### config.mk
export PLATFORM = sky130hd
export DESIGN_NAME = reset_sequencer
export DESIGN_NICKNAME = d
export VERILOG_FILES = /design/src/rtl/reset_seq_pkg.sv /design/src/rtl/reset_synchronizer.sv /design/src/rtl/reset_sequencer.sv
export SDC_FILE = /design/constraint.sdc
export NUM_CORES = 1
export LEC_CHECK = 0
export CORE_UTILIZATION = 60
export CTS_BUF_LIST = sky130_fd_sc_hd__clkbuf_8
export DETAILED_ROUTE_END_ITERATION = 6
export GPL_TIMING_DRIVEN = 1
export PLACE_DENSITY = 0.84
export SLEW_MARGIN = 20
export SYNTH_ARGS = -nofsm -noshare
export SYNTH_HDL_FRONTEND = slang
export SYNTH_SLANG_ARGS = --single-unit
### constraint.sdc
create_clock -name clk -period 4.1 [get_ports clk]
set_clock_uncertainty 0.05 [all_clocks]
set_input_delay 1.23 -clock clk [delete_from_list [all_inputs] [get_ports clk]]
set_output_delay 1.23 -clock clk [all_outputs]
set_load 0.05 [all_outputs]
### src/rtl/reset_seq_pkg.sv
//------------------------------------------------------------------------------
// Module : reset_seq_pkg
// Brief  : Shared types for the reset sequencer (FSM state encoding).
// Rev    : 1.0  initial release
//------------------------------------------------------------------------------
`timescale 1ns/1ps
`default_nettype none

package reset_seq_pkg;

   typedef enum logic [1:0] {
      RS_RESET   = 2'd0,
      RS_RELEASE = 2'd1,
      RS_RUN     = 2'd2,
      RS_ASSERT  = 2'd3
   } rs_state_t;

endpackage

`default_nettype wire

### src/rtl/reset_synchronizer.sv
//------------------------------------------------------------------------------
// Module : reset_synchronizer
// Brief  : Asynchronous-assert, synchronous-release reset synchroniser.
//          sync_rst_n rises on the SYNC_STAGES-th clk edge after rst_n rises.
// Rev    : 1.0  initial release
//------------------------------------------------------------------------------
`timescale 1ns/1ps
`default_nettype none

module reset_synchronizer #(
   parameter int SYNC_STAGES = 2
) (
   input  logic clk,
   input  logic rst_n,
   output logic sync_rst_n
);

   logic [SYNC_STAGES-1:0] chain;

   // Clear the chain immediately on rst_n; shift 1s in once it is released.
   always_ff @(posedge clk or negedge rst_n) begin
      if (!rst_n) begin
         chain <= '0;
      end else begin
         chain <= {chain[SYNC_STAGES-2:0], 1'b1};
      end
   end

   assign sync_rst_n = chain[SYNC_STAGES-1];

endmodule

`default_nettype wire

### src/rtl/reset_sequencer.sv
//------------------------------------------------------------------------------
// Module : reset_sequencer
// Brief  : Board reset in, NUM_DOMAINS domain resets out. Asserts
//          asynchronously, releases domains in index order HOLD_CYCLES apart
//          after a synchronised deassertion; soft reset re-runs the sequence.
// Rev    : 1.0  initial release
//------------------------------------------------------------------------------
`timescale 1ns/1ps
`default_nettype none

module reset_sequencer
   import reset_seq_pkg::*;
#(
   parameter int NUM_DOMAINS = 4,
   parameter int SYNC_STAGES = 2,
   parameter int HOLD_CYCLES = 16
) (
   input  logic                   clk,
   input  logic                   rst_n,
   input  logic                   soft_rst_req,
   output logic                   soft_rst_ack,
   output logic [NUM_DOMAINS-1:0] domain_rst_n,
   output logic                   busy,
   output logic                   all_released
);

   localparam int CNT_W = $clog2(HOLD_CYCLES + 1);
   localparam int IDX_W = $clog2(NUM_DOMAINS + 1);
   localparam logic [CNT_W-1:0] CNT_LAST = CNT_W'(HOLD_CYCLES - 1);
   localparam logic [IDX_W-1:0] IDX_LAST = IDX_W'(NUM_DOMAINS - 1);

   logic                   sync_rst_n;
   rs_state_t              state;
   logic [CNT_W-1:0]       cnt;
   logic [IDX_W-1:0]       idx;
   logic [NUM_DOMAINS-1:0] release_mask;
   logic                   hold_done;
   logic                   release_now;

   reset_synchronizer #(
      .SYNC_STAGES (SYNC_STAGES)
   ) u_sync (
      .clk        (clk),
      .rst_n      (rst_n),
      .sync_rst_n (sync_rst_n)
   );

   // One-hot select of the domain due for release next.
   always_comb begin
      release_mask = '0;
      for (int i = 0; i < NUM_DOMAINS; i++) begin
         if (idx == IDX_W'(i)) begin
            release_mask[i] = 1'b1;
         end
      end
   end

   assign hold_done = (cnt == CNT_LAST);

   // The edge that first sees sync_rst_n high already counts as the first
   // hold cycle after E0, so with HOLD_CYCLES==1 domain 0 releases right there.
   assign release_now = ((state == RS_RESET) && sync_rst_n && (HOLD_CYCLES == 1)) ||
                        ((state == RS_RELEASE) && hold_done);

   // Sequencing FSM with all outputs taken straight from flops.
   always_ff @(posedge clk or negedge rst_n) begin
      if (!rst_n) begin
         state        <= RS_RESET;
         cnt          <= '0;
         idx          <= '0;
         domain_rst_n <= '0;
         soft_rst_ack <= 1'b0;
         busy         <= 1'b1;
         all_released <= 1'b0;
      end else begin
         soft_rst_ack <= 1'b0;
         if (release_now) begin
            domain_rst_n <= domain_rst_n | release_mask;
            idx          <= idx + IDX_W'(1);
            cnt          <= '0;
            if (idx == IDX_LAST) begin
               state        <= RS_RUN;
               all_released <= 1'b1;
               busy         <= 1'b0;
            end else begin
               state <= RS_RELEASE;
            end
         end else begin
            case (state)
               RS_RESET: begin
                  if (sync_rst_n) begin
                     cnt   <= CNT_W'(1);
                     state <= RS_RELEASE;
                  end
               end
               RS_RELEASE: begin
                  cnt <= cnt + CNT_W'(1);
               end
               RS_RUN: begin
                  if (soft_rst_req) begin
                     domain_rst_n <= '0;
                     soft_rst_ack <= 1'b1;
                     busy         <= 1'b1;
                     all_released <= 1'b0;
                     cnt          <= '0;
                     idx          <= '0;
                     state        <= RS_ASSERT;
                  end
               end
               RS_ASSERT: begin
                  if (hold_done) begin
                     cnt   <= '0;
                     state <= RS_RELEASE;
                  end else begin
                     cnt <= cnt + CNT_W'(1);
                  end
               end
               default: begin
                  state <= RS_RESET;
               end
            endcase
         end
      end
   end

endmodule

`default_nettype wire

==> impl_metrics.toml <==
[global_routing]
antenna_found_initial = 0
globalRouteOverflowTotal = 0
grtUsageMet2 = 0.383
grtUsageTotal = 0.233
grt_pass1_wl_um = 2510
met1_usage = 0.290
grtUsageMet3 = 0.0489
top_usage_layer = "met2"
grt_max_degree = 20
grt_pass1_vias = 575

[yosys]
synth_compound_area_frac = 0.152
yosysTopAreaCellShare = 0.492
synth_area_per_cell_um2 = 11.4
synth-edff-count = 0
synth_xor_area_frac = 0
post_synth_mux_area_share = 0
syn_area_um2 = 916
ys.flop_type = "dfrtp_1"
yosysSeqAreaShare = 0.520
async_reset_ff_frac = 1.00
yosys.area.top_type = "dfrtp_1"
synthSimpleGateAreaFrac = 0.186
ys_seq_elements = 19
ys_top_cells_by_area = "dfrtp_1, ha_1, nand2_1"
synthCells = 80
synth_nets = 90
synthAdderAreaFrac = 0.0956
yosys_warnings = 0
synth_top_family_by_area = "simple AND/OR/NAND/NOR gates"
synth_cell_types = 34

[hold_path]
hp-start = "u_sync.chain[0]"
hp-class = "register to register"
min_path_cells = 0

[cts]
clockBufferDepth = 2
cts_tree = "done"
worstSkewPairLatency_ns = 0.25
postCtsSetupBuffers = 0
cts_resized = 0
ctsHoldBuffers = 0
cts_buffers = 3
clock-sinks = 19
clock-root-buffer = "clkbuf_8"
cts_htree_levels = 1
clk_pin_slew_ns = 0.07

[cells_and_area]
drive_gt1_frac = 0.111
final_cell_mix = "dfrtp_1, nand2_1, clkdlybuf4s50_1"
num_antenna_cells = 0
final_common_cell = "dfrtp_1"
final_core_util = 0.771
instances_no_fill = 105
fin_nets = 101
area_delta_synth_final_pct = 15.0

[floorplan]
dieArea_um2 = 1690
row_count = 13
pin_count = 10
core_um2 = 1370
start_util = 0.670
die_y_um = 41.1
die_w_um = 41.1

[sta]
tns_ns = 0
max_slew.worst_pin.slew_ns = 0.863
min_period_ns = 2.84
fin_hold_ws_ns = 0.323
slew_headroom = 0.423
grt_setup_unrepaired = "no"
hold_viol = 0
setup_viol = 0
fmax_ghz = 0.352
fin_crit_sh = 0.694
slew_violations = 0

[power_and_ir_drop]
p_per_area_nw_per_um2 = 613
clkPwrFrac = 0.190
internal_power_mw = 0.411
vdd_drop_max_mv = 0.395
leakage_nw = 0.517
p_comb_frac = 0.340
switchingPower_mw = 0.235
finalPower_mw = 0.646
sw_frac_of_total = 0.363
pwr-share-seq = 0.470

[setup_path]
crit_family = "buffers and inverters"
startpoint = "busy"
critPathLaunchType = "register"
worstSetupPathDepth = 1
crit_path_cell_trace = "clkdlybuf4s50_1"
r2r_setup_slack_ns = 2.34
crit_path_end_kind = "output port"
crit_type = "register to output port"
slowest_stage = "clkdlybuf4s50_1"
path_max_fanout = 2
cp_num_buf_inv = 1
r2r_cells = 4
slowest_delay_ns = 0.79
worst-endpoint-required_ns = 2.82
reg2reg_from = "cnt[0]"
cp.arrival_ns = 1.56

[placed_design]
gp_congestion = 0.665
io_buffers = 9
dpl.cell_count = 101
dp_hpwl_um = 1170

[routing]
post_drt_wl_per_cell_um = 15.8
first_iter_violations = 18
ant_nets = 0
vias_per_cell = 6.03
first_pass_iters = 4
wl_um = 1660
vias = 633
drc = 0

[outcome]
status = "finished clean"

[run]
cap_violations = 0
-- power groups by stage --
stage	Combinational, mW	Sequential [mW]	Clock [mW]
after floorplan	0.156	0.311	0
after global placement	0.207	0.299	0
after detailed placement	0.222	0.306	0
after CTS	0.223	0.301	0.126
after global routing	0.246	0.310	0.135
final	0.220	0.304	0.122
-- kinds of logic after synthesis --
| group | Yosys count |
|---|---|
| AOI/OAI and AO/OA | 19 |
| DFF | 19 |
| buffers and inverters | 9 |
| adders and majority gates | 7 |
| other | 1 |
| and+or+nand+nor | 25 |
-- flip-flops by register name, indices dropped and copies added, names as in the netlist --
name          cells
state             2
u_sync.chain      2
all_released      1
soft_rst_ack      1
busy              1
idx               3
domain_rst_n      4
cnt               5
-- path summary, 6_finish.rpt --
path | to
worst max-delay path | busy
worst min-delay path | u_sync.chain[1]
worst max register to register | state[0]
worst min register to register | u_sync.chain[1]
max in group asynchronous | cnt[1]
min in group asynchronous | domain_rst_n[2]
-- final cells by class --
cell class | instances | area (um2)
tap | 15 | 18.8
inverter | 6 | 22.5
multi-input combinational | 52 | 400
fill | 94 | 313
sequential | 19 | 477
clock inverter | 1 | 3.75
timing repair buffer | 9 | 90.1
clock buffer | 3 | 41.3
-- per-stage QoR --
| step | setup slack, ns | cell area (um2) |
|---|---|---|
| detailed placement | 1.51 | 1010 |
| global placement | 1.53 | 1010 |
| global route | 1.20 | 1050 |
| floorplan | 2.11 | 916 |
| finish | 1.26 | 1050 |
| CTS | 1.25 | 1050 |
-- metal layers --
metal  vias up  part of all wire
met5         -                 0
met4         0            0.0066
met3         2             0.031
met2        14              0.52
met1       317              0.44
li1        300                 -
-- synthesized netlist by cell type (2+ instances only) --
master    number
inv_1          5
a32o_1         2
nand3_1        2
dfrtp_1       18
nor2b_1        2
a22o_1         3
o21ai_0        5
nand2_1        9
o211ai_1       3
ha_1           7
No activity file was read; power rests on OpenSTA's default activity.
